### config.mk
export PLATFORM = sky130hd
export DESIGN_NAME = ibex_simd_addsub_pipe
export DESIGN_NICKNAME = d
export VERILOG_FILES = /design/src/rtl/ibex_simd_addsub_pipe.sv
export SDC_FILE = /design/constraint.sdc
export NUM_CORES = 1
export LEC_CHECK = 0
export CAP_MARGIN = 15
export CORE_ASPECT_RATIO = 0.9
export CORE_MARGIN = 2
export CORE_UTILIZATION = 55
export DETAILED_ROUTE_END_ITERATION = 8
export PLACE_DENSITY = 0.83
export SLEW_MARGIN = 20
export SYNTH_ARGS = -nofsm -noshare
export SYNTH_HDL_FRONTEND = slang
export SYNTH_SLANG_ARGS = --single-unit
### constraint.sdc
create_clock -name clk_i -period 10.8 [get_ports clk_i]
set_input_delay 1.62 -clock clk_i [delete_from_list [all_inputs] [get_ports clk_i]]
set_output_delay 1.62 -clock clk_i [all_outputs]
set_load 0.01 [all_outputs]
### src/rtl/ibex_simd_addsub_pipe.sv
// Pipelined packed-SIMD add/sub (wrap / saturate / halve) with valid/ready on both sides.
// Optional sticky overflow register enabled by defining IBEX_SIMD_OV_STICKY_EN.
module ibex_simd_addsub_pipe #(
  parameter int XLEN       = 32,
  parameter int NUM_STAGES = 1
) (
  input  logic            clk_i,
  input  logic            rst_i,
  input  logic            valid_i,
  output logic            ready_o,
  input  logic [XLEN-1:0] a_i,
  input  logic [XLEN-1:0] b_i,
  input  logic [1:0]      lane_w_i,
  input  logic [1:0]      mode_i,
  input  logic            sub_i,
  input  logic            signed_i,
  output logic            valid_o,
  input  logic            ready_i,
  output logic [XLEN-1:0] result_o,
  output logic            ov_o,
  output logic            ov_sticky_o,
  input  logic            ov_clr_i
);

  localparam int NB = XLEN / 8;

  logic [1:0]      wsel_s;
  logic [1:0]      mode_s;
  logic [XLEN-1:0] sum_lo_s;
  logic [NB-1:0]   sum_hi_s;

  logic [XLEN-1:0] fin_lo_s;
  logic [NB-1:0]   fin_hi_s;
  logic [1:0]      fin_w_s;
  logic [1:0]      fin_mode_s;
  logic            fin_sub_s;
  logic            fin_sgn_s;
  logic [XLEN-1:0] fin_res_s;
  logic            fin_ov_s;

  logic            in_valid_s;
  logic            out_adv_s;
  logic            valid_q;
  logic [XLEN-1:0] result_q;
  logic            ov_q;

  // 64b lanes fall back to 32b on an RV32 datapath; reserved mode behaves as WRAP.
  assign wsel_s = ((XLEN == 32) && (lane_w_i == 2'b11)) ? 2'b10 : lane_w_i;
  assign mode_s = (mode_i == 2'b11) ? 2'b00 : mode_i;

  // Each lane result is kept as W low bits plus the extra (W+1)th bit in a per-lane vector.
  for (genvar gw = 0; gw < 4; gw++) begin : g_sum
    localparam int W  = 8 << gw;
    localparam int NL = XLEN / W;
    logic [XLEN-1:0] lo_s;
    logic [NB-1:0]   hi_s;
    if (W <= XLEN) begin : g_on
      // Per-lane W+1 bit add/sub; the extension bit isolates carries to the lane.
      always_comb begin
        logic [W:0] ea_v;
        logic [W:0] eb_v;
        logic [W:0] r_v;
        lo_s = '0;
        hi_s = '0;
        ea_v = '0;
        eb_v = '0;
        r_v  = '0;
        for (int i = 0; i < NL; i++) begin
          ea_v = {signed_i & a_i[W*i+W-1], a_i[W*i +: W]};
          eb_v = {signed_i & b_i[W*i+W-1], b_i[W*i +: W]};
          if (sub_i) begin
            r_v = ea_v - eb_v;
          end else begin
            r_v = ea_v + eb_v;
          end
          lo_s[W*i +: W] = r_v[W-1:0];
          hi_s[i]        = r_v[W];
        end
      end
    end else begin : g_off
      assign lo_s = '0;
      assign hi_s = '0;
    end
  end

  // Select the lane-sum set for the requested width.
  always_comb begin
    case (wsel_s)
      2'b00:   begin sum_lo_s = g_sum[0].lo_s; sum_hi_s = g_sum[0].hi_s; end
      2'b01:   begin sum_lo_s = g_sum[1].lo_s; sum_hi_s = g_sum[1].hi_s; end
      2'b10:   begin sum_lo_s = g_sum[2].lo_s; sum_hi_s = g_sum[2].hi_s; end
      2'b11:   begin sum_lo_s = g_sum[3].lo_s; sum_hi_s = g_sum[3].hi_s; end
      default: begin sum_lo_s = g_sum[0].lo_s; sum_hi_s = g_sum[0].hi_s; end
    endcase
  end

  for (genvar gw = 0; gw < 4; gw++) begin : g_fin
    localparam int W  = 8 << gw;
    localparam int NL = XLEN / W;
    logic [XLEN-1:0] res_s;
    logic            ov_s;
    if (W <= XLEN) begin : g_on
      // Clamp (SAT), halve (HALF) or truncate (WRAP) each lane sum.
      always_comb begin
        logic [W-1:0] lo_v;
        logic [W-1:0] res_v;
        logic         h_v;
        res_s = '0;
        ov_s  = 1'b0;
        lo_v  = '0;
        res_v = '0;
        h_v   = 1'b0;
        for (int i = 0; i < NL; i++) begin
          lo_v = fin_lo_s[W*i +: W];
          h_v  = fin_hi_s[i];
          case (fin_mode_s)
            2'b01: begin
              if (fin_sgn_s) begin
                if (h_v != lo_v[W-1]) begin
                  ov_s  = 1'b1;
                  res_v = h_v ? {1'b1, {(W-1){1'b0}}} : {1'b0, {(W-1){1'b1}}};
                end else begin
                  res_v = lo_v;
                end
              end else begin
                if (h_v) begin
                  ov_s  = 1'b1;
                  res_v = fin_sub_s ? {W{1'b0}} : {W{1'b1}};
                end else begin
                  res_v = lo_v;
                end
              end
            end
            2'b10:   res_v = {h_v, lo_v[W-1:1]};
            default: res_v = lo_v;
          endcase
          res_s[W*i +: W] = res_v;
        end
      end
    end else begin : g_off
      assign res_s = '0;
      assign ov_s  = 1'b0;
    end
  end

  // Select the finished result for the width travelling with the op.
  always_comb begin
    case (fin_w_s)
      2'b00:   begin fin_res_s = g_fin[0].res_s; fin_ov_s = g_fin[0].ov_s; end
      2'b01:   begin fin_res_s = g_fin[1].res_s; fin_ov_s = g_fin[1].ov_s; end
      2'b10:   begin fin_res_s = g_fin[2].res_s; fin_ov_s = g_fin[2].ov_s; end
      2'b11:   begin fin_res_s = g_fin[3].res_s; fin_ov_s = g_fin[3].ov_s; end
      default: begin fin_res_s = g_fin[0].res_s; fin_ov_s = g_fin[0].ov_s; end
    endcase
  end

  assign out_adv_s = !valid_q || ready_i;

  if (NUM_STAGES == 2) begin : g_two
    logic            v1_q;
    logic [XLEN-1:0] lo_q;
    logic [NB-1:0]   hi_q;
    logic [1:0]      w_q;
    logic [1:0]      mode_q;
    logic            sub_q;
    logic            sgn_q;

    // First stage holds raw lane sums and the controls needed to finish them.
    always_ff @(posedge clk_i) begin
      if (rst_i) begin
        v1_q   <= 1'b0;
        lo_q   <= '0;
        hi_q   <= '0;
        w_q    <= 2'b00;
        mode_q <= 2'b00;
        sub_q  <= 1'b0;
        sgn_q  <= 1'b0;
      end else if (ready_o) begin
        v1_q <= valid_i;
        if (valid_i) begin
          lo_q   <= sum_lo_s;
          hi_q   <= sum_hi_s;
          w_q    <= wsel_s;
          mode_q <= mode_s;
          sub_q  <= sub_i;
          sgn_q  <= signed_i;
        end
      end
    end

    assign fin_lo_s   = lo_q;
    assign fin_hi_s   = hi_q;
    assign fin_w_s    = w_q;
    assign fin_mode_s = mode_q;
    assign fin_sub_s  = sub_q;
    assign fin_sgn_s  = sgn_q;
    assign in_valid_s = v1_q;
    assign ready_o    = !v1_q || out_adv_s;
  end else begin : g_one
    assign fin_lo_s   = sum_lo_s;
    assign fin_hi_s   = sum_hi_s;
    assign fin_w_s    = wsel_s;
    assign fin_mode_s = mode_s;
    assign fin_sub_s  = sub_i;
    assign fin_sgn_s  = signed_i;
    assign in_valid_s = valid_i;
    assign ready_o    = out_adv_s;
  end

  // Output stage: loads only when empty or retiring, so results hold under backpressure.
  always_ff @(posedge clk_i) begin
    if (rst_i) begin
      valid_q  <= 1'b0;
      result_q <= '0;
      ov_q     <= 1'b0;
    end else if (out_adv_s) begin
      valid_q <= in_valid_s;
      if (in_valid_s) begin
        result_q <= fin_res_s;
        ov_q     <= fin_ov_s;
      end
    end
  end

  assign valid_o  = valid_q;
  assign result_o = result_q;
  assign ov_o     = ov_q;

`ifdef IBEX_SIMD_OV_STICKY_EN
  logic ov_sticky_q;

  // A saturating retire wins over a simultaneous clear.
  always_ff @(posedge clk_i) begin
    if (rst_i) begin
      ov_sticky_q <= 1'b0;
    end else if (valid_q && ready_i && ov_q) begin
      ov_sticky_q <= 1'b1;
    end else if (ov_clr_i) begin
      ov_sticky_q <= 1'b0;
    end
  end

  assign ov_sticky_o = ov_sticky_q;
`else
  logic unused_ov_clr_s;
  assign unused_ov_clr_s = ov_clr_i;
  assign ov_sticky_o     = 1'b0;
`endif

endmodule
# Word level (Yosys, flattened, before mapping)
# Index checks and enable logic that the tools add are counted.
# totals
ff_bits	34
latchBits	0
mem_bits_rw	0
romBits	0
elab_cells	120
n_memories	0
# classes
addsub	14
multipliers	0
n_div	0
magnitude_cmp	0
eq_ne	14
n_shift	0
muxes	77
bitwise	8
n_reduce_logical	4
# op_table
op	n
$pmux W32 S4	2
$mux W32	5
$mux W16	9
$mux W8	17
$pmux W16 S2	2
$pmux W32 S2	1
$pmux W8 S2	4
$add A9 B9 Y9	4
$mux W9	4
$sub A9 B9 Y9	4
$add A17 B17 Y17	2
$mux W17	2
$sub A17 B17 Y17	2
$add A33 B33 Y33	1
$mux W33	1
$sub A33 B33 Y33	1
$mux W1	26
$pmux W4 S4	1
$eq A2 B2 Y1 const B	5
$and A1 B1 Y1	8
$ne A1 B1 Y1	7
$eq A2 B1 Y1 const B	2
$mux W2	2
$pmux W1 S4	1
4 further kinds	4

# Longest topological paths before layout
# logic_depth
ltp_word	18
depth_mapped	25

# Least setup slack after synthesis
# OpenSTA, ideal clock, no wires.
# synth_path
path_kind	input -> register
from	input port b_i[3]
to	register result_q[12] (netlist: result_o[12])
setup_time_ns	0.092
arrival_time_ns	6.440
slack_ns	4.268
path_stages	23
path_buffers	4
cell_sequence	nor2_1 nor4b_1 and3_1 and2_1 clkbuf_1 a21oi_1 xnor2_1 ha_1 buf_6 a211oi_2 nor2_1 o31a_1 o41a_1 o31a_1 a21o_4 a21oi_4 inv_2 buf_2 ha_1 clkbuf_1 o22ai_1 o41a_1 o32ai_1
# synth_via
elab_chain_len	8
elab_cells_between_ends	29
classes_between	add/sub: 6; eq/ne: 3; mux: 20
# synth_rtl
element	line	rtl
start, declared	12	input logic [XLEN-1:0] b_i,
$add A33 B33 Y33, or another cell as far along	74	r_v = ea_v + eb_v;
$mux W33, or another cell as far along	71	if (sub_i) begin
$pmux W4 S4 / $pmux W32 S4 (equally long branches)	88	case (wsel_s)
$mux W32, or another cell as far along	121	res_v = h_v ? {1'b1, {(W-1){1'b0}}} : {1'b0, {(W-1){1'b1}}};
$mux W32, or another cell as far along	119	if (h_v != lo_v[W-1]) begin
$mux W32, or another cell as far along	118	if (fin_sgn_s) begin
$pmux W32 S2, or another cell as far along	116	case (fin_mode_s)
$pmux W32 S4 *	148	case (fin_w_s)
end signal, assigned	219	result_q <= fin_res_s;
end, declared	44	logic [XLEN-1:0] result_q;
# Every way passes the cells marked *; elsewhere a longest branch is shown, timed or not.
# A chain may end at the register's enable or synchronous reset.

# Worst setup path in the final report
# layout_path
from	input port b_i[10]
to	register result_q[13] (netlist: result_o[13])
# layout_via
elab_chain_len	8
elab_cells_between_ends	30
classes_between	add/sub: 6; eq/ne: 3; mux: 21
# layout_rtl
element	line
$add A33 B33 Y33, or another cell as far along	74
$mux W33, or another cell as far along	71
$pmux W4 S4 / $pmux W32 S4 (equally long branches)	88
$mux W32, or another cell as far along	121
$mux W32, or another cell as far along	119
$mux W32, or another cell as far along	118
$pmux W32 S2, or another cell as far along	116
$pmux W32 S4 *	148
# Marks and branches as above.

==> out/metrics.cfg <==
[final_layout]
postLayoutCoreUtil_pct = 64.24
post_route_cells_drive_above_1_share_pct = 6.402
nets = 1511
area_growth_pct = 13.81
finalInstanceArea_um2 = 10430
diodes = 0

[power]
pwr-share-comb_pct = 74.5
switching_share_pct = 51.45
p_seq_share_pct = 12.0
p_sw_mw = 0.6445
peakVddDrop_uv = 68.78
powerDensity_nw_per_um2 = 120.1
internal-power_mw = 0.6081
pwr-share-clk_pct = 13.5
power.static_leakage_nw = 4.090

[setup_path]
critPathMaxFanout = 26
crit_required_ps = 10990
r2r-end = result_o[12]
critPathLaunchType = input pin
r2r_slack_ps = 8270
path_class = in -> reg
r2r_cells = 5
end_kind = flop
reg2reg_from = valid_o
arrival_ps = 8470

[detailed_routing]
drc = 3
drt_iter0_markers = 1320
ant_nets = 0
vias_per_cell = 6.968
drt-pass1-iter-count = 9
wl_per_cell_um = 21.37
wirelength_mm = 33.47
route.vias.total = 10912

[synth]
synth_area_leaders = ha_1 (10%), xnor2_1 (8.3%), a21oi_1 (7.4%)
synth_fp_nets = 1461
synthCells = 1308
yosysWarnings = 0
syn_area_um2 = 9166
seq_area_frac_synth_pct = 7.426
synth_commonest_cells = nor2_1 (138), a21oi_1 (136), nand2_1 (104), xnor2_1 (87), o21ai_0 (80)
synth_top_area_cell = ha_1
yosys_most_used_dff = dfxtp_1
synthDominantCellAreaShare_pct = 10.10
yosysMostFrequentCell = nor2_1
ys_types = 107
synth-async-reset-ratio_pct = 0
ys_ff_latch = 34
synth_edf_count = 0
avgSynthCellArea_um2 = 7.008

[clocking]
clk_pin_slew_ps = 60
cts_setup_buffers = 0
cts_buffers = 5
cts_hold_buf = 0
clockBufferDepth = 2
htreeDepth = 2
cts_root_buf = clkbuf_16
tritoncts_num_sinks = 34
cts_tree = yes
cts.repair.resized = 0
clock_latency_ps = 290

[floorplanning]
die_area_um2 = 17720
core_um2 = 16240
io_pins = 111
initial_core_util_pct = 56.44
die_h_um = 126.5
fp-row-count = 44
die_w_um = 140.1

[timing]
grt_setup_unrepaired = no
drv_slew = 0
max_freq_mhz = 120.7
layout_min_cycle_time_ps = 8288
fin_setup_tns_ps = 0
finClkSkew_ps = 5.340
worst_slack_ps = 2512
final_hold_viol_count = 0
min_period_over_period_pct = 76.74
worst_hold_slack_ps = 495.6
setup_viol = 0
tightest_slew_ps = 1082
slew_headroom_pct = 27.61

[min_path]
worstHoldStart = result_o[31]
hold-path-endpoint = result_o[31]
hp-class = reg -> reg
holdPathStages = 1

[global_routing]
grt_start_max_net_pins = 50
track_usage_pct = 36.79
antenna_found_initial = 0
grt_pass1_wl_mm = 53.36
grt_overflow_total = 0
grt_pass1_vias = 10181

[run_status]
status = finished, violations left
violations = DRC

[placement]
hpwl_mm = 25.80
placed_area_um2 = 10260
dpl_worst_slack_ps = 2477
port_buffers = 108
globalplace.congestion = 1.035

[job]
drv_cap = 0

[worst max-delay path by stage]
stage | start | endpoint | slack [ps] | cells past startpoint
final | b_i[10] | result_o[13] | 2510 | 23
after global routing | b_i[16] | result_o[13] | 2140 | 23
after CTS | b_i[10] | result_o[13] | 2750 | 23
after detailed placement | b_i[10] | result_o[13] | 2480 | 23
after global placement | b_i[10] | result_o[13] | 2650 | 23
after floorplan | b_i[3] | result_o[12] | 4270 | 23
[layout by cell type, fill, tap and decap left out, types with 6 or more instances in the layout]
cell,count
nor2_1,138
a21oi_1,136
clkdlybuf4s50_1,107
nand2_1,104
xnor2_1,87
o21ai_0,80
ha_1,74
inv_1,46
nand3_1,38
dfxtp_1,34
xor2_1,27
a31oi_1,25
nor3_1,24
o211ai_1,19
o21a_1,18
a21o_1,18
and3_1,17
buf_4,16
nand2b_1,15
mux2i_1,15
nor2b_1,14
o31ai_1,14
and2_1,13
or3_1,13
o221ai_1,13
a221o_1,12
a211oi_1,12
o2111ai_1,9
o32ai_1,9
a211o_1,9
nand4_1,8
o22ai_1,8
mux2_2,7
nor3b_1,6
and4_1,6
o31a_1,6
a22oi_1,6
a31o_2,6
a221oi_1,6
[per-layer routing]
metal  wire length, µm  GRT usage (%)  vias to the layer above
met5                 0              0                        -
met4              1792          17.05                        0
met3              3612          6.720                      158
met2             14410          58.94                      710
met1             13650          48.23                     5019
li1                  -              -                     5025
[critical path: stages]
cell	delay, ps
clkdlybuf4s50_1	540
nor3_1	330
nor3b_1	420
and3_1	290
and2_1	290
a21oi_1	130
xnor2_1	170
ha_1	440
nand2_2	140
or4_1	590
o31ai_2	440
o21ai_1	170
a21o_4	270
a21oi_4	140
buf_4	290
inv_2	300
ha_1	730
inv_1	260
o211ai_1	150
a21oi_1	110
nor4bb_1	290
o221ai_1	160
o211a_1	160
[per-stage QoR]
step	instances	power [mW]
floorplan	1308	0.7990
global placement	1558	1.037
detailed placement	1558	1.051
CTS	1566	1.221
global route	1566	1.328
finish	1566	1.253
[power by group through the flow]
| stage | clock [mW] | sequential (mW) | combinational [mW] |
|---|---|---|---|
| floorplan | 0 | 0.159 | 0.640 |
| global placement | 0 | 0.153 | 0.884 |
| detailed placement | 0 | 0.153 | 0.898 |
| CTS | 0.168 | 0.151 | 0.902 |
| global route | 0.174 | 0.153 | 1.00 |
| finish | 0.169 | 0.151 | 0.933 |
[registers in the layout, indices dropped and copies added, names as in the netlist]
signal	flops
valid_o	1
ov_o	1
result_o	32
[kinds of logic after synthesis]
kind of cell,count (synthesis),synth area share [%]
XOR/XNOR,116,11.37
AND/OR/NAND/NOR,432,23.34
AO/OA/AOI/OAI,486,37.21
other,1,0.04091
buffers and inverters,129,5.938
flip-flops,34,7.426
multiplexers,24,2.771
adder cells (fa/ha/maj),86,11.90
[final cells by class]
class | count | area (µm²)
Sequential cell | 34 | 680.7
Tap cell | 207 | 259.0
Timing Repair Buffer | 124 | 1196
Inverter | 48 | 180.2
Clock inverter | 3 | 40.04
Multi-Input combinational cell | 1145 | 7951
Fill cell | 1478 | 5808
Clock buffer | 5 | 125.1
Power figures use the tool's default switching activity.
